$ cat src/rtl/seq_alu_if.sv
// Request/response bundle for seq_alu: operands and opcode in, registered result and flags out.
interface seq_alu_if #(parameter int WIDTH = 8);
  logic [WIDTH-1:0] A;
  logic [WIDTH-1:0] B;
  logic [3:0]       FunSel;
  logic             in_valid;
  logic             in_ready;
  logic [WIDTH-1:0] OutALU;
  logic             out_valid;
  logic [3:0]       Flags;

  modport master (output A, B, FunSel, in_valid,
                  input  in_ready, OutALU, out_valid, Flags);
  modport slave  (input  A, B, FunSel, in_valid,
                  output in_ready, OutALU, out_valid, Flags);
endinterface

$ cat src/rtl/seq_alu.sv
// Sequential ALU: single-cycle logic/arith ops, one-bit-per-cycle shifts/rotate.
// Optional shift-add multiplier on FunSel 1001 when SEQ_ALU_MUL_EN is defined (NAND otherwise).
module seq_alu #(
  parameter int WIDTH = 8
) (
  input  logic     clk,
  input  logic     rst,
  seq_alu_if.slave bus
);
  localparam int CW = $clog2(WIDTH);
  localparam logic [CW:0] CNT_ONE = {{CW{1'b0}}, 1'b1};

  localparam logic [1:0] ST_IDLE  = 2'd0;
  localparam logic [1:0] ST_SHIFT = 2'd1;
`ifdef SEQ_ALU_MUL_EN
  localparam logic [1:0] ST_MUL   = 2'd2;
  localparam logic [CW:0] CNT_MUL = {1'b1, {CW{1'b0}}};
`endif

  localparam logic [3:0] OP_PASSA = 4'b0000;
  localparam logic [3:0] OP_PASSB = 4'b0001;
  localparam logic [3:0] OP_NOTA  = 4'b0010;
  localparam logic [3:0] OP_NOTB  = 4'b0011;
  localparam logic [3:0] OP_ADD   = 4'b0100;
  localparam logic [3:0] OP_SUB   = 4'b0101;
  localparam logic [3:0] OP_CMP   = 4'b0110;
  localparam logic [3:0] OP_AND   = 4'b0111;
  localparam logic [3:0] OP_OR    = 4'b1000;
  localparam logic [3:0] OP_NAND  = 4'b1001;
  localparam logic [3:0] OP_XOR   = 4'b1010;
  localparam logic [3:0] OP_LSL   = 4'b1011;
  localparam logic [3:0] OP_LSR   = 4'b1100;
  localparam logic [3:0] OP_ASL   = 4'b1101;
  localparam logic [3:0] OP_ASR   = 4'b1110;
  localparam logic [3:0] OP_CSR   = 4'b1111;

  logic [1:0]       state;
  logic [3:0]       op;
  logic [WIDTH-1:0] work;
  logic [CW:0]      cnt;
  logic             asl_ov;
  logic [WIDTH-1:0] result;
  logic [3:0]       flags;      // {Z,C,N,O}
  logic             out_vld;

  assign bus.in_ready  = (state == ST_IDLE);
  assign bus.OutALU    = result;
  assign bus.Flags     = flags;
  assign bus.out_valid = out_vld;

  // ---------------------------------------------------------------------------
  // Single-cycle datapath, evaluated on the operands presented at accept
  // ---------------------------------------------------------------------------
  logic [WIDTH:0]   add_sum, sub_sum;
  logic             add_ov, sub_ov;
  logic [WIDTH-1:0] imm_res;
  logic             imm_c, imm_o, wr_res;
  logic             is_shift;
  logic [CW-1:0]    shamt;

  assign add_sum  = {1'b0, bus.A} + {1'b0, bus.B};
  assign sub_sum  = {1'b0, bus.A} + {1'b0, ~bus.B} + (WIDTH+1)'(1);
  assign add_ov   = (bus.A[WIDTH-1] == bus.B[WIDTH-1]) && (add_sum[WIDTH-1] != bus.A[WIDTH-1]);
  assign sub_ov   = (bus.A[WIDTH-1] != bus.B[WIDTH-1]) && (sub_sum[WIDTH-1] != bus.A[WIDTH-1]);
  assign is_shift = (bus.FunSel >= OP_LSL);
  assign shamt    = bus.B[CW-1:0];

  // CMP produces A-B for Z/N but wr_res keeps it out of OutALU
  always_comb begin
    imm_res = bus.A;
    imm_c   = flags[2];
    imm_o   = flags[0];
    wr_res  = 1'b1;
    case (bus.FunSel)
      OP_PASSA: imm_res = bus.A;
      OP_PASSB: imm_res = bus.B;
      OP_NOTA:  imm_res = ~bus.A;
      OP_NOTB:  imm_res = ~bus.B;
      OP_ADD: begin
        imm_res = add_sum[WIDTH-1:0];
        imm_c   = add_sum[WIDTH];
        imm_o   = add_ov;
      end
      OP_SUB: begin
        imm_res = sub_sum[WIDTH-1:0];
        imm_c   = sub_sum[WIDTH];
        imm_o   = sub_ov;
      end
      OP_CMP: begin
        imm_res = sub_sum[WIDTH-1:0];
        imm_c   = sub_sum[WIDTH];
        imm_o   = sub_ov;
        wr_res  = 1'b0;
      end
      OP_AND:  imm_res = bus.A & bus.B;
      OP_OR:   imm_res = bus.A | bus.B;
`ifndef SEQ_ALU_MUL_EN
      OP_NAND: imm_res = ~(bus.A & bus.B);
`endif
      OP_XOR:  imm_res = bus.A ^ bus.B;
      default: ;
    endcase
  end

  // ---------------------------------------------------------------------------
  // One shift step on the working register
  // ---------------------------------------------------------------------------
  logic [WIDTH-1:0] sh_next;
  logic             sh_out;
  logic             sh_msb_chg;

  always_comb begin
    sh_next = work;
    sh_out  = 1'b0;
    case (op)
      OP_LSL, OP_ASL: begin
        sh_next = {work[WIDTH-2:0], 1'b0};
        sh_out  = work[WIDTH-1];
      end
      OP_LSR: begin
        sh_next = {1'b0, work[WIDTH-1:1]};
        sh_out  = work[0];
      end
      OP_ASR: begin
        sh_next = {work[WIDTH-1], work[WIDTH-1:1]};
        sh_out  = work[0];
      end
      OP_CSR: begin
        sh_next = {work[0], work[WIDTH-1:1]};
        sh_out  = work[0];
      end
      default: ;
    endcase
  end

  assign sh_msb_chg = (sh_next[WIDTH-1] != work[WIDTH-1]);

`ifdef SEQ_ALU_MUL_EN
  // ---------------------------------------------------------------------------
  // Shift-add multiplier: work holds the high half, mul_lo the multiplier
  // bits being consumed from the bottom while product bits enter from the top.
  // ---------------------------------------------------------------------------
  logic [WIDTH-1:0] mul_a, mul_lo;
  logic [WIDTH:0]   mul_sum;
  logic [WIDTH-1:0] mul_hi_nx, mul_lo_nx;

  assign mul_sum   = {1'b0, work} + (mul_lo[0] ? {1'b0, mul_a} : {(WIDTH+1){1'b0}});
  assign mul_hi_nx = mul_sum[WIDTH:1];
  assign mul_lo_nx = {mul_sum[0], mul_lo[WIDTH-1:1]};
`endif

  // ---------------------------------------------------------------------------
  // Control and result registers
  // ---------------------------------------------------------------------------
  always_ff @(posedge clk or posedge rst) begin
    if (rst) begin
      state   <= ST_IDLE;
      op      <= 4'd0;
      work    <= '0;
      cnt     <= '0;
      asl_ov  <= 1'b0;
      result  <= '0;
      flags   <= 4'd0;
      out_vld <= 1'b0;
`ifdef SEQ_ALU_MUL_EN
      mul_a   <= '0;
      mul_lo  <= '0;
`endif
    end else begin
      out_vld <= 1'b0;
      case (state)
        ST_IDLE: begin
          if (bus.in_valid) begin
            op <= bus.FunSel;
            if (is_shift) begin
              if (shamt == '0) begin
                // zero count: pass A through, carry untouched, ASL saw no MSB change
                result  <= bus.A;
                flags   <= {~|bus.A, flags[2], bus.A[WIDTH-1],
                            (bus.FunSel == OP_ASL) ? 1'b0 : flags[0]};
                out_vld <= 1'b1;
              end else begin
                work   <= bus.A;
                cnt    <= {1'b0, shamt};
                asl_ov <= 1'b0;
                state  <= ST_SHIFT;
              end
            end
`ifdef SEQ_ALU_MUL_EN
            else if (bus.FunSel == OP_NAND) begin
              work   <= '0;
              mul_a  <= bus.A;
              mul_lo <= bus.B;
              cnt    <= CNT_MUL;
              state  <= ST_MUL;
            end
`endif
            else begin
              if (wr_res) result <= imm_res;
              flags   <= {~|imm_res, imm_c, imm_res[WIDTH-1], imm_o};
              out_vld <= 1'b1;
            end
          end
        end
        ST_SHIFT: begin
          work   <= sh_next;
          cnt    <= cnt - CNT_ONE;
          asl_ov <= asl_ov | sh_msb_chg;
          if (cnt == CNT_ONE) begin
            result  <= sh_next;
            flags   <= {~|sh_next, sh_out, sh_next[WIDTH-1],
                        (op == OP_ASL) ? (asl_ov | sh_msb_chg) : flags[0]};
            out_vld <= 1'b1;
            state   <= ST_IDLE;
          end
        end
`ifdef SEQ_ALU_MUL_EN
        ST_MUL: begin
          work   <= mul_hi_nx;
          mul_lo <= mul_lo_nx;
          cnt    <= cnt - CNT_ONE;
          if (cnt == CNT_ONE) begin
            result  <= mul_lo_nx;
            flags   <= {~|mul_lo_nx, |mul_hi_nx, mul_lo_nx[WIDTH-1], flags[0]};
            out_vld <= 1'b1;
            state   <= ST_IDLE;
          end
        end
`endif
        default: state <= ST_IDLE;
      endcase
    end
  end

endmodule

$ cat src/flat_wrapper.sv
// flat-port wrapper written by rule: the top's interface ports become plain ports
module seq_alu_flat 
#(
  parameter int WIDTH = 8
)
  (clk, rst, bus_A, bus_B, bus_FunSel, bus_in_valid, bus_in_ready, bus_OutALU, bus_out_valid, bus_Flags);
  seq_alu_if #(.WIDTH(WIDTH)) bus_i ();
  input  logic clk;
  input  logic rst;
  input wire logic [$bits(bus_i.A)-1:0] bus_A;
  input wire logic [$bits(bus_i.B)-1:0] bus_B;
  input wire logic [$bits(bus_i.FunSel)-1:0] bus_FunSel;
  input wire logic [$bits(bus_i.in_valid)-1:0] bus_in_valid;
  output wire logic [$bits(bus_i.in_ready)-1:0] bus_in_ready;
  output wire logic [$bits(bus_i.OutALU)-1:0] bus_OutALU;
  output wire logic [$bits(bus_i.out_valid)-1:0] bus_out_valid;
  output wire logic [$bits(bus_i.Flags)-1:0] bus_Flags;
  assign bus_i.A = bus_A;
  assign bus_i.B = bus_B;
  assign bus_i.FunSel = bus_FunSel;
  assign bus_i.in_valid = bus_in_valid;
  assign bus_in_ready = bus_i.in_ready;
  assign bus_OutALU = bus_i.OutALU;
  assign bus_out_valid = bus_i.out_valid;
  assign bus_Flags = bus_i.Flags;
  seq_alu #(.WIDTH(WIDTH)) u_core (.clk(clk), .rst(rst), .bus(bus_i));
endmodule
$ cat config.mk
export PLATFORM = sky130hd
export DESIGN_NAME = seq_alu_flat
export DESIGN_NICKNAME = d
export VERILOG_FILES = /design/src/rtl/seq_alu_if.sv /design/src/rtl/seq_alu.sv /design/src/flat_wrapper.sv
export SDC_FILE = /design/constraint.sdc
export NUM_CORES = 1
export LEC_CHECK = 0
export ABC_AREA = 1
export BUFFER_PORTS_ARGS = -buffer_cell sky130_fd_sc_hd__buf_4
export CORE_MARGIN = 1
export CORE_UTILIZATION = 50
export DETAILED_ROUTE_END_ITERATION = 10
export HOLD_SLACK_MARGIN = 0.08
export PLACE_DENSITY = 0.7
export RECOVER_POWER = 25
export SLEW_MARGIN = 10
export SYNTH_ARGS = -nofsm -noshare
export SYNTH_HDL_FRONTEND = slang
export SYNTH_SLANG_ARGS = --single-unit
$ cat constraint.sdc
create_clock -name clk -period 2.35 [get_ports clk]
set_input_delay 0.3525 -clock clk [delete_from_list [all_inputs] [get_ports clk]]
set_output_delay 0.3525 -clock clk [all_outputs]
set_load 0.03 [all_outputs]
==> results of run 1 <==
==> power by group <==
group	internal, mW	switching, mW	leakage, nW
clock	0.267	0.193	0.0515
sequential	0.807	0.186	0.371
combinational	0.738	1.30	1.62
==> flip-flops by register name (all words and copies together) (netlist names) <==
signal / flops
u_core.asl_ov: 1
u_core.state: 1
u_core.bus.out_valid: 1
u_core.cnt: 4
u_core.bus.OutALU: 8
u_core.bus.Flags: 4
u_core.op: 4
u_core.work: 8
==> Yosys cell counts (all sizes together) (3+ instances only) <==
| master | number | area [um^2] |
|---|---|---|
| nand2 | 150 | 568 |
| inv | 84 | 318 |
| nor2 | 70 | 265 |
| nand3 | 45 | 230 |
| o21ai | 41 | 216 |
| dfrtp | 31 | 776 |
| ha | 26 | 325 |
| a21oi | 20 | 100 |
| nand4 | 9 | 56.3 |
| o221ai | 9 | 78.8 |
| or2 | 9 | 56.3 |
| buf | 7 | 41.3 |
| a31oi | 4 | 25.0 |
| o211ai | 4 | 30.0 |
| o21a | 4 | 30.0 |
| o22ai | 4 | 31.3 |
| nor3 | 3 | 15.0 |
==> per-layer routing <==
metal	GRT usage (%)	routed length, um
met2	54.6	5110
met3	3.18	673
met5	0	0
met1	38.5	4460
met4	14.6	360
==> kinds of logic after synthesis <==
family,after synthesis,synth area share [%]
multiplexers,1,0.340
buffers and inverters,95,11.3
AND/OR/NAND/NOR,288,36.4
XOR/XNOR,3,0.794
flip-flops,31,23.4
adder cells (fa/ha/maj),28,11.0
AO/OA/AOI/OAI,91,16.7
==> final timing paths <==
| path | slack, ns | endpoint | cells after the start | startpoint |
|---|---|---|---|---|
| min in group asynchronous | 0.64 | u_core.bus.OutALU[6] | 3 | rst |
| worst min register to register | 0.48 | u_core.asl_ov | 2 | u_core.asl_ov |
| max in group asynchronous | 0.76 | u_core.op[3] | 3 | rst |
| worst max-delay path | 0.28 | u_core.bus.Flags[3] | 15 | bus_B[0] |
| worst min-delay path | 0.36 | u_core.op[0] | 3 | bus_FunSel[0] |
| worst max register to register | 0.44 | u_core.bus.Flags[0] | 9 | u_core.op[0] |
==> metrics by stage <==
step                utilization [%]  area (um^2)  setup TNS, ns  instances
floorplan                         -         3310              0        537
global placement               58.6         3740       -0.00696        656
detailed placement             58.6         3740              0        656
CTS                            60.1         3840              0        664
global route                   60.1         3840              0        664
finish                         60.1         3840              0        664
==> cell type report <==
class                           instances  area, um^2  area share, %
Multi-Input combinational cell        411        2160           56.3
Sequential cell                        31         776           20.2
Timing Repair Buffer                   51         379           9.88
Inverter                               86         325           8.48
Clock buffer                            8         100           2.61
Tap cell                               77        96.3           2.51
==> critical path, cell delays in order <==
cell	delay, ns
buf_4	0.11
ha_1	0.22
inv_1	0.10
fa_1	0.41
inv_1	0.07
nand2_1	0.06
nand3_1	0.10
nand2_1	0.06
nor2_1	0.09
nand3_1	0.07
o21ai_1	0.19
nand2_1	0.10
nor2_1	0.12
nand4_1	0.09
a21oi_1	0.13
==> reports/summary.txt, run 1 <==
Pin count of the biggest net entering global routing -> 32
Startpoint type of the worst setup path -> input port
Die area -> 0.00695 mm^2
Sequential area share after synthesis -> 23.4%
Syn_area_per_cell -> 6.17 um^2
IO Count -> 37
TritonRoute pass-1 iters -> 5
Syn Inst Count -> 537
CTS max path bufs -> 2
Synth Register Bits -> 31
Failing checks -> max-capacitance violations, max-slew violations
Mapped Area -> 0.00331 mm^2
First-pass GRT wire length -> 17.1 mm
Skew final -> 0.00415 ns
Kind of critical path -> in -> reg
Post-route ant nets -> 0
Core Region -> 0.00639 mm^2
Clk slew on worst S/H paths -> 0.06 ns
Worst Tran Pin Value -> 1.63 ns
Critical path endpoint category -> flip-flop
Fillers -> 636
Starting Density -> 51.8%
Max VDD drop -> 0.702 mV
Layout area overhead -> 15.9%
Maximum clock frequency -> 0.483 GHz
Worst-skew pair later-pin latency -> 0.29 ns
Setup ws final -> 0.281 ns
CTS resizes -> 0
CTS tree -> yes
Max FO, Critical Path -> 5
Worst hold slack -> 0.358 ns
# nets final -> 637
Via count -> 3666
Root buf cell -> clkbuf_8
Max Cap Violations -> 1
Avg WL per Cell -> 16.0 um
Rel. slew slack -> -8.93%
TritonCTS Buffers -> 5
Setup violations, final -> 0
H-tree depth -> 2
Drt initial violations -> 199
CP Data Required Time -> 2.56 ns
Die H -> 83.4 um
DP Wirelength -> 8.52 mm
Antenna diode count -> 0
Data arrival time of the critical path -> 2.28 ns
Commonest non-fill, non-tap cell in the layout -> nand2_1
Global route overflow -> 0
Die X -> 83.4 um
Post-cts hold buffer count -> 0
Async SR Flop Fraction -> 100%
Placer congestion estimate -> 0.920
Cell variety after synth -> 39
Vias in the first global route -> 3555
DRC -> 0
RSZ-0062 raised after global routing -> no
Total power -> 3.49 mW
Post-place setup slack -> 0.00829 ns
Final hold vios -> 0
Status -> finished with violations
Fin crit share -> 88.0%
Leakage power -> 2.04 nW
Pins Over Slew Limit -> 32
Most frequent cells in the layout -> 148 x nand2_1, 81 x inv_1, 69 x nor2_1, 49 x buf_4, 44 x nand3_1
Syn Nets -> 588
Hold Crit Class -> in -> reg
# rows -> 29
Initial antenna violation count -> 0
Power density over cell area -> 909 mW/mm^2
Drt total wl -> 10.6 mm
PortBufs -> 36
Yosys warns -> 0
Number of flops mapped to enable cells by yosys -> 0
Layout cells sized above 1 -> 12.8%
Avg Vias per Cell -> 5.52
Synth Flop Type -> dfrtp_1
Gr usage total -> 31.3%
Tmin final -> 2.07 ns
Post-CTS setup buffers -> 0
CTS sink count -> 31
Note: power is estimated with default switching activity, not from simulation.
==> run 2: changes to the inputs <==
--- a/config.mk
+++ b/config.mk
@@ -9,6 +9,7 @@
 export BUFFER_PORTS_ARGS = -buffer_cell sky130_fd_sc_hd__buf_4
 export CORE_MARGIN = 1
 export CORE_UTILIZATION = 50
+export CTS_BUF_LIST = sky130_fd_sc_hd__clkbuf_16
 export DETAILED_ROUTE_END_ITERATION = 10
 export HOLD_SLACK_MARGIN = 0.08
 export PLACE_DENSITY = 0.7
==> run 2 against run 1 <==
Against the previous run: combinational power hardly changed; the run still ends with max-capacitance violations, max-slew violations left; routed wire length rose by 0.29%; non-clock buffer count is the same; critical path depth shrank 2; setup slack got worse by 0.0066 ns; cell area increased by 1.0%; clock power increased by 29%; first-iteration DRC count is 8.0% higher; sequential power hardly changed; largest cell class unchanged; critical path type unchanged; flip-flop and latch count did not move; via count rose by 0.87%.
==> reports/summary.txt, run 2 (synthesis gave the netlist of run 1 again) <==
Avg WL per Cell -> 16.0 um (about the same)
Skew final -> 0.00485 ns (was 0.00415 ns)
Area post-placement -> 0.00374 mm^2 (unchanged)
Fin crit share -> 88.3% (was 88.0%)
Largest delay share family, worst path -> adder cells (was simple AND/OR/NAND/NOR gates)
CP dominant cell by count -> nand2_1 (unchanged)
Combinational Power Share -> 56.2% (was 58.3%)
Initial antenna violation count -> 0 (unchanged)
TritonCTS Buffers -> 5 (unchanged)
Post-route cell area -> 0.00388 mm^2 (was 0.00384 mm^2)
# nets final -> 637 (unchanged)
Grt met2 use -> 54.6% (unchanged)
Maximum clock frequency -> 0.482 GHz (was 0.483 GHz)
Slowest-stage cell, CP -> fa_1 (unchanged)
Crit path largest cell delay -> 0.41 ns (about the same)
Worst reg-to-reg setup slack -> 0.44 ns (about the same)
CP bufs+invs -> 3 (unchanged)
RSZ-0062 raised after global routing -> no (unchanged)
Global routing usage on met3 -> 3.58% (was 3.18%)
Layout area overhead -> 17.1% (was 15.9%)
Data arrival time of the critical path -> 2.27 ns (was 2.28 ns)
Int Power -> 1.93 mW (was 1.81 mW)
Leakage power -> 2.06 nW (was 2.04 nW)
PortBufs -> 36 (unchanged)
Antenna diode count -> 0 (unchanged)
Die area -> 0.00695 mm^2 (unchanged)
Pins Over Slew Limit -> 32 (unchanged)
Worst-skew pair later-pin latency -> 0.27 ns (was 0.29 ns)
Global route overflow -> 0 (unchanged)
DRC -> 0 (unchanged)
Pin count of the biggest net entering global routing -> 32 (unchanged)
CTS sink count -> 31 (unchanged)
Clk pwr share -> 16.3% (was 13.2%)
GRT met1 Usage -> 38.6% (was 38.5%)
TritonRoute pass-1 iters -> 5 (unchanged)
Final hold vios -> 0 (unchanged)
Placer congestion estimate -> 0.920 (unchanged)
Startpoint type of the worst setup path -> input port (unchanged)
Post-route ant nets -> 0 (unchanged)
Critical path endpoint category -> flip-flop (unchanged)
Worst r2r src -> u_core.op[1] (was u_core.op[0])
Die X -> 83.4 um (unchanged)
Post-place setup slack -> 0.00829 ns (unchanged)
Failing checks -> max-capacitance violations, max-slew violations (unchanged)
Max FO, Critical Path -> 5 (unchanged)
CTS tree -> yes (unchanged)
Avg Vias per Cell -> 5.57 (was 5.52)
Post-cts hold buffer count -> 0 (unchanged)
Power density over cell area -> 938 mW/mm^2 (was 909 mW/mm^2)
Die H -> 83.4 um (unchanged)
Root buf cell -> clkbuf_16 (was clkbuf_8)
Max Cap Violations -> 1 (unchanged)
Most frequent cells in the layout -> 148 x nand2_1, 82 x inv_1, 69 x nor2_1, 49 x buf_4, 44 x nand3_1 (was 148 x nand2_1, 81 x inv_1, 69 x nor2_1, 49 x buf_4, 44 x nand3_1)
Setup ws final -> 0.274 ns (was 0.281 ns)
Tmin final -> 2.08 ns (was 2.07 ns)
NetSw -> 1.71 mW (was 1.68 mW)
Kind of critical path -> in -> reg (unchanged)
Gr usage total -> 31.5% (was 31.3%)
Via count -> 3698 (was 3666)
Setup TNS -> 0 ns (unchanged)
Clk slew on worst S/H paths -> 0.05 ns (was 0.06 ns)
Fillers -> 623 (was 636)
GRT busiest layer -> met2 (unchanged)
Rel. slew slack -> -7.18% (was -8.93%)
Vias in the first global route -> 3585 (was 3555)
CP Data Required Time -> 2.54 ns (was 2.56 ns)
Status -> finished with violations (unchanged)
Max VDD drop -> 0.795 mV (was 0.702 mV)
Setup violations, final -> 0 (unchanged)
Drt initial violations -> 215 (was 199)
Seq pwr share -> 27.5% (was 28.5%)
Layout cells sized above 1 -> 12.6% (was 12.8%)
First-pass GRT wire length -> 17.2 mm (was 17.1 mm)
Commonest non-fill, non-tap cell in the layout -> nand2_1 (unchanged)
Total power -> 3.64 mW (was 3.49 mW)
Core Region -> 0.00639 mm^2 (unchanged)
H-tree depth -> 2 (unchanged)
CTS max path bufs -> 2 (unchanged)
IO Count -> 37 (unchanged)
Hold Crit Start -> bus_FunSel[1] (was bus_FunSel[0])
DP Wirelength -> 8.52 mm (unchanged)
First element of the critical path -> bus_B[0] (unchanged)
Switch share -> 47.0% (was 48.0%)
Worst Tran Pin Value -> 1.61 ns (was 1.63 ns)
Critical-path cell list -> buf_4 > ha_1 > inv_1 > fa_1 > inv_1 > nand2_1 > nand2_1 > nand3_1 > nand2_1 > nand2_1 > a21oi_1 > o221ai_1 > a31oi_1 (was buf_4 > ha_1 > inv_1 > fa_1 > inv_1 > nand2_1 > nand3_1 > nand2_1 > nor2_1 > nand3_1 > o21ai_1 > nand2_1 > nor2_1 > nand4_1 > a21oi_1)
Starting Density -> 51.8% (unchanged)
Hold Crit Class -> in -> reg (unchanged)
Drt total wl -> 10.6 mm (about the same)
# rows -> 29 (unchanged)
run 2: cell types whose count changed in the layout (fill, tap and decap cells not counted), sizes merged:
| cell | previous run | this run |
|---|---|---|
| clkinv | 2 | 4 |
| inv | 84 | 85 |
| clkbuf | 10 | 7 |
run 2: metal layers:
metal,vias up,wire length (um)
met3,27,641
met5,-,0
met1,1683,4480
met2,153,5130
met4,0,383
li1,1835,-
run 2: path summary, 6_finish.rpt:
path	end	cells after the start
hold reg to reg	u_core.asl_ov	2
min in group asynchronous	u_core.bus.Flags[1]	3
max in group asynchronous	u_core.cnt[3]	3
setup / recovery	u_core.bus.Flags[2]	13
hold / removal	u_core.op[1]	3
setup reg to reg	u_core.bus.Flags[0]	9
run 2: layout make-up:
class | count | area, um^2 | share of cell area [%]
multi-input cells | 411 | 2160 | 55.8
inverters | 86 | 325 | 8.39
flip-flops and latches | 31 | 776 | 20.0
repair buffers | 51 | 379 | 9.78
clock inverters | 3 | 11.3 | 0.290
well taps | 77 | 96.3 | 2.48
clock buffers | 5 | 125 | 3.23
run 2: metrics by stage:
stage                     hold slack, ns  utilization (%)  std cells
after global placement             0.459             58.6        656
after detailed placement           0.464             58.6        656
after floorplan                    0.445                -        537
after global routing               0.376             60.7        664
after CTS                          0.178             60.7        664
final                              0.364             60.7        664
run 2: power groups by stage:
stage | logic, mW | clock network [mW] | registers (mW)
final | 2.04 | 0.594 | 1.00
after global routing | 2.25 | 0.618 | 1.03
after CTS | 2.02 | 0.593 | 0.992
after detailed placement | 2.00 | 0 | 0.994
after global placement | 1.99 | 0 | 0.991
after floorplan | 1.21 | 0 | 1.16
run 2: timing repair:
action | CTS | global route
endpoints found under the hold margin | 0 | 0
gates resized for setup | 0 | 1
setup endpoints to repair | 0 | 1
buffers inserted | 0 | 0
run 2: worst register-to-register path: stages (launching register included):
cell	delay (ns)
dfrtp_1	0.40
nand3_1	0.13
nand2_1	0.27
nand4_1	0.20
nand3_1	0.10
o21ai_0	0.08
o21ai_0	0.37
nand2_1	0.10
nor2_1	0.11
nor2_1	0.05
